<file path="config.mk">
export PLATFORM = sky130hd
export DESIGN_NAME = mux_scan
export DESIGN_NICKNAME = d
export VERILOG_FILES = /design/src/rtl/mux_scan.sv
export SDC_FILE = /design/constraint.sdc
export NUM_CORES = 1
export LEC_CHECK = 0
export BUFFER_PORTS_ARGS = -buffer_cell sky130_fd_sc_hd__buf_2
export CAP_MARGIN = 20
export CORE_UTILIZATION = 46
export CTS_BUF_LIST = sky130_fd_sc_hd__clkbuf_8
export CTS_CLUSTER_DIAMETER = 50
export CTS_CLUSTER_SIZE = 24
export DETAILED_ROUTE_END_ITERATION = 12
export PLACE_DENSITY = 0.78
export RECOVER_POWER = 100
export REMOVE_ABC_BUFFERS = 1
export SLEW_MARGIN = 5
export SYNTH_ARGS = -nofsm -noshare
export SYNTH_HDL_FRONTEND = slang
export SYNTH_SLANG_ARGS = --single-unit
</file>
<file path="constraint.sdc">
create_clock -name clk -period 2.1 [get_ports clk]
set_clock_uncertainty 0.1 [all_clocks]
set_input_delay 0.42 -clock clk [delete_from_list [all_inputs] [get_ports clk]]
set_output_delay 0.42 -clock clk [all_outputs]
set_load 0.02 [all_outputs]
</file>
<file path="src/rtl/mux_scan.sv">
// Registered N-channel word multiplexer with manual select and an auto-scan mode
// that rotates through an enable-masked channel set, holding each for DWELL cycles.
module mux_scan #(
  parameter int WIDTH    = 4,
  parameter int CHANNELS = 3,
  parameter int SEL_W    = 2,
  parameter int DWELL    = 4
) (
  input  logic                      clk,
  input  logic                      rst,
  input  logic [CHANNELS*WIDTH-1:0] data_in,
  input  logic                      mode,
  input  logic [SEL_W-1:0]          sel,
  input  logic [CHANNELS-1:0]       en_mask,
  output logic [WIDTH-1:0]          led,
  output logic [SEL_W-1:0]          cur_ch,
  output logic                      valid,
  output logic                      step
);

  localparam int NSLOT = 1 << SEL_W;
  localparam int CNT_W = (DWELL > 1) ? $clog2(DWELL) : 1;

  // Every index representable on SEL_W gets a slot; slots past CHANNELS read as
  // zero, disabled and out of range, so no select ever needs a bounds check.
  logic [WIDTH-1:0] word_pad [NSLOT];
  logic [NSLOT-1:0] en_pad;
  logic [NSLOT-1:0] in_range;

  generate
    for (genvar gi = 0; gi < NSLOT; gi++) begin : g_slot
      if (gi < CHANNELS) begin : g_real
        assign word_pad[gi] = data_in[gi*WIDTH +: WIDTH];
        assign en_pad[gi]   = en_mask[gi];
        assign in_range[gi] = 1'b1;
      end else begin : g_fill
        assign word_pad[gi] = '0;
        assign en_pad[gi]   = 1'b0;
        assign in_range[gi] = 1'b0;
      end
    end
  endgenerate

  logic [SEL_W-1:0] cur_ch_q, cur_ch_d;
  logic [CNT_W-1:0] cnt_q, cnt_d;
  logic [WIDTH-1:0] led_q, led_d;
  logic             valid_q, valid_d;
  logic             step_q, step_d;

  // Next enabled channel after cur_ch_q, wrapping to the lowest enabled one.
  logic [SEL_W-1:0] lo_ch;
  logic [SEL_W-1:0] gt_ch;
  logic             gt_found;
  logic [SEL_W-1:0] nxt_ch;

  always_comb begin
    lo_ch    = '0;
    gt_ch    = '0;
    gt_found = 1'b0;
    for (int k = CHANNELS - 1; k >= 0; k--) begin
      if (en_mask[k]) begin
        lo_ch = SEL_W'(k);
        if (k > int'(cur_ch_q)) begin
          gt_ch    = SEL_W'(k);
          gt_found = 1'b1;
        end
      end
    end
    nxt_ch = gt_found ? gt_ch : lo_ch;
  end

  always_comb begin
    cur_ch_d = cur_ch_q;
    cnt_d    = cnt_q;
    led_d    = led_q;
    valid_d  = valid_q;
    step_d   = 1'b0;
    if (!mode) begin
      cur_ch_d = sel;
      cnt_d    = '0;
      led_d    = word_pad[sel];
      valid_d  = in_range[sel];
    end else if (en_mask == '0) begin
      cnt_d   = '0;
      led_d   = '0;
      valid_d = 1'b0;
    end else begin
      if (!en_pad[cur_ch_q]) begin
        cur_ch_d = nxt_ch;
        cnt_d    = '0;
        step_d   = 1'b1;
      end else if (cnt_q == CNT_W'(DWELL - 1)) begin
        cur_ch_d = nxt_ch;
        cnt_d    = '0;
        step_d   = 1'b1;
      end else begin
        cnt_d = cnt_q + CNT_W'(1);
      end
      led_d   = word_pad[cur_ch_d];
      valid_d = 1'b1;
    end
  end

  always_ff @(posedge clk) begin
    if (rst) begin
      cur_ch_q <= '0;
      cnt_q    <= '0;
      led_q    <= '0;
      valid_q  <= 1'b0;
      step_q   <= 1'b0;
    end else begin
      cur_ch_q <= cur_ch_d;
      cnt_q    <= cnt_d;
      led_q    <= led_d;
      valid_q  <= valid_d;
      step_q   <= step_d;
    end
  end

  assign led    = led_q;
  assign cur_ch = cur_ch_q;
  assign valid  = valid_q;
  assign step   = step_q;

endmodule

</file>
==> flow_metrics.env <==
export IMPL_clkTransAtPathRegs_ns=0.05
export IMPL_postSynthAreaPerCell_um2=8.88
export IMPL_number_of_port_buffers=27
export IMPL_worst_setup_path_type="reg -> reg"
export IMPL_post_cts_resized_instances=0
export IMPL_synth_top_cell_area_share=0.309
export IMPL_dieArea_um2=1560
export IMPL_tritoncts_num_sinks=10
export IMPL_synth_edff_count=0
export IMPL_dp_hpwl_um=1050
export IMPL_layout_setup_ws_ns=0.221
export IMPL_seq_area_frac_synth=0.309
export IMPL_clk_insertion_delay_late_ns=0.23
export IMPL_async_flop_share=0
export IMPL_slew_headroom=0.784
export IMPL_period_minus_slack_ns=1.88
export IMPL_grt_max_degree=11
export IMPL_power_per_cell_area_nw_per_um2=708
export IMPL_min_delay_path_class="reg -> reg"
export IMPL_count_of_state_elements_after_synthesis=10
export IMPL_core_area_um2=1300
export IMPL_num_vias=650
export IMPL_clock_root_buffer="clkbuf_8"
export IMPL_vdd_drop_max_mv=0.370
export IMPL_setup_worst_path_start="cnt_q[0]"
export IMPL_cp_max_fo=6
export IMPL_static_leakage_power_uw=0.000363
export IMPL_ys_flop_type="dfxtp_1"
export IMPL_fin_crit_sh=0.895
export IMPL_routed_wl_um=1440
export IMPL_syn_area_um2=648
export IMPL_grt_overflow_total=0
export IMPL_critical_path_slowest_cell="o311a_1"
export IMPL_clock_fmax_mhz=532
export IMPL_grt_first_pass_wirelength_um=2240
export IMPL_vias_per_cell=5.60
export IMPL_final_setup_viol_count=0
export IMPL_antenna_found_initial=0
export IMPL_htreeDepth=1
export IMPL_finalMaxSlewViolations=0
export IMPL_cp_data_arrival_time_ns=1.94
export IMPL_worst_ep_required_time_ns=2.16
export IMPL_crit_family="adder cells"
export IMPL_n_antenna_cell=0
export IMPL_place_gp_congestion=0.794
export IMPL_finalSetupTns_ns=0
export IMPL_drc_marker_count_from_the_first_detailed_route_iteration=10
export IMPL_category_of_the_worst_setup_path_launch_point="flip-flop"
export IMPL_cts_setup_buffers=0
export IMPL_final_cell_area_um2=813
export IMPL_final_antenna_net_count=0
export IMPL_hold_path_startpoint="cnt_q[0]"
export IMPL_worstPathCellList="ha_1, maj3_2, o311a_1, nand2b_1, o211ai_2"
export IMPL_max_cap_violations=0
export IMPL_r2r_end="led[1]"
export IMPL_postCtsHoldBufs=0
export IMPL_count_of_tritonroute_iterations_in_the_first_routing_pass=4
export IMPL_clock_tree_from_tritoncts="built"
export IMPL_fillerInstances=127
export IMPL_synthCells=73
export IMPL_worst_slew_pin_tran_ns=0.322
export IMPL_syn2layout_area_growth_pct=25.5
export IMPL_cts_inserted_buffers=3
export IMPL_whs_endpoint="cnt_q[0]"
export IMPL_synth_area_leaders="dfxtp_1 (31%), mux2i_1 (14%), nand3b_1 (5.8%), nor2_1 (4.1%), a32oi_1 (4.1%)"
export IMPL_fp_dieH_um=39.5
export IMPL_synth_distinct_cells=32
export IMPL_cp_num_buf_inv=0
export IMPL_post_synth_top_count_cell="dfxtp_1"
export IMPL_layout_drive_gt1_share=0.267
export IMPL_multiInputGateArea_um2=403
export IMPL_cts_path_max_buffers=2
export IMPL_ff_latch_area_um2=200
export IMPL_placement_cell_area_um2=792
export IMPL_r2r_setup_slack_ns=0.22
export IMPL_synth_warning_count=0
export IMPL_rsz0062_at_grt="no"
export IMPL_wl_per_cell_um=12.4
export IMPL_nets=123
export IMPL_synth_commonest_cells="dfxtp_1 (10), mux2i_1 (9), nor2_1 (7)"
export IMPL_post_synthesis_cell_type_with_the_largest_combined_area="dfxtp_1"
export IMPL_grt_util_all_layers=0.216
export IMPL_final_hold_viol_count=0
export IMPL_place_ws_ns=0.350
export IMPL_die_width_um=39.5
export IMPL_start_util=0.498
export IMPL_r2r_worst_path_cells=5
export IMPL_number_of_remaining_drc_errors=0
export IMPL_row_count=13
export IMPL_hold_path_cell_count=1
export IMPL_grt_pass1_vias=573
export IMPL_result_of_the_run="completed"
export IMPL_timing_critical_path_slowest_cell_delay_ns=0.38
export IMPL_regToRegStartpoint="cnt_q[0]"
export IMPL_top_level_i_o_count=28
export IMPL_timing_critical_path_to_type="flip-flop"
## per-stage QoR
| step | util | total power [uW] | std cells | hold slack (ns) |
|---|---|---|---|---|
| finish | 0.625 | 576 | 116 | 0.321 |
| global route | 0.625 | 601 | 116 | 0.348 |
| CTS | 0.651 | 587 | 116 | 0.327 |
| detailed placement | 0.609 | 347 | 112 | 0.320 |
| global placement | 0.609 | 344 | 112 | 0.302 |
| floorplan | - | 293 | 69 | 0.296 |
## worst max-delay path by stage
stage / endpoint / slack [ns] / depth (start not counted)
detailed placement: led[0] / 0.35 / 6
global route: led[1] / 0.16 / 5
floorplan: led[1] / 0.46 / 5
global placement: led[0] / 0.37 / 6
CTS: led[0] / 0.34 / 5
finish: led[1] / 0.22 / 5
## cell usage in the layout, fill, tap and decap left out, types with 3 or more instances in the layout
cell type	count
dfxtp_1	10
o21ai_1	3
nand2_1	5
o21ai_0	4
nor2_1	7
clkbuf_1	9
mux2i_1	9
clkbuf_8	4
buf_2	19
nand3b_1	5
a32oi_1	3
## power breakdown
group | leakage [uW] | switching [uW] | total (uW) | internal [uW]
clock | 0.0000288 | 76.3 | 241 | 165
sequential | 0.0000826 | 9.35 | 213 | 204
combinational | 0.000252 | 70.8 | 121 | 50.5
## registers in the layout, indices dropped and copies added, names as in the netlist
name,flops
led,4
step,1
cnt_q,2
valid,1
cur_ch,2
## area by class of cell
cell class / count / share of cell area
sequential: 10 / 0.246
inverter: 2 / 0.00923
multi-input combinational: 57 / 0.495
timing repair buffer: 28 / 0.158
tap: 15 / 0.0231
clock buffer: 4 / 0.0677
## routing by layer
metal	global-route usage	share of wire	vias to the layer above	wire [um]
met5	0	0	-	0
met4	0.103	0.0083	0	12
met3	0.0511	0.053	2	77
met2	0.340	0.47	25	673
met1	0.272	0.47	292	680
li1	-	-	331	-
## logic make-up after synthesis
family / synth area share
flip-flops: 0.309
buffers and inverters: 0.0386
AO/OA/AOI/OAI: 0.239
adder cells (fa/ha/maj): 0.0367
AND/OR/NAND/NOR: 0.237
multiplexers: 0.139
Note: power is estimated with default switching activity, not from simulation.
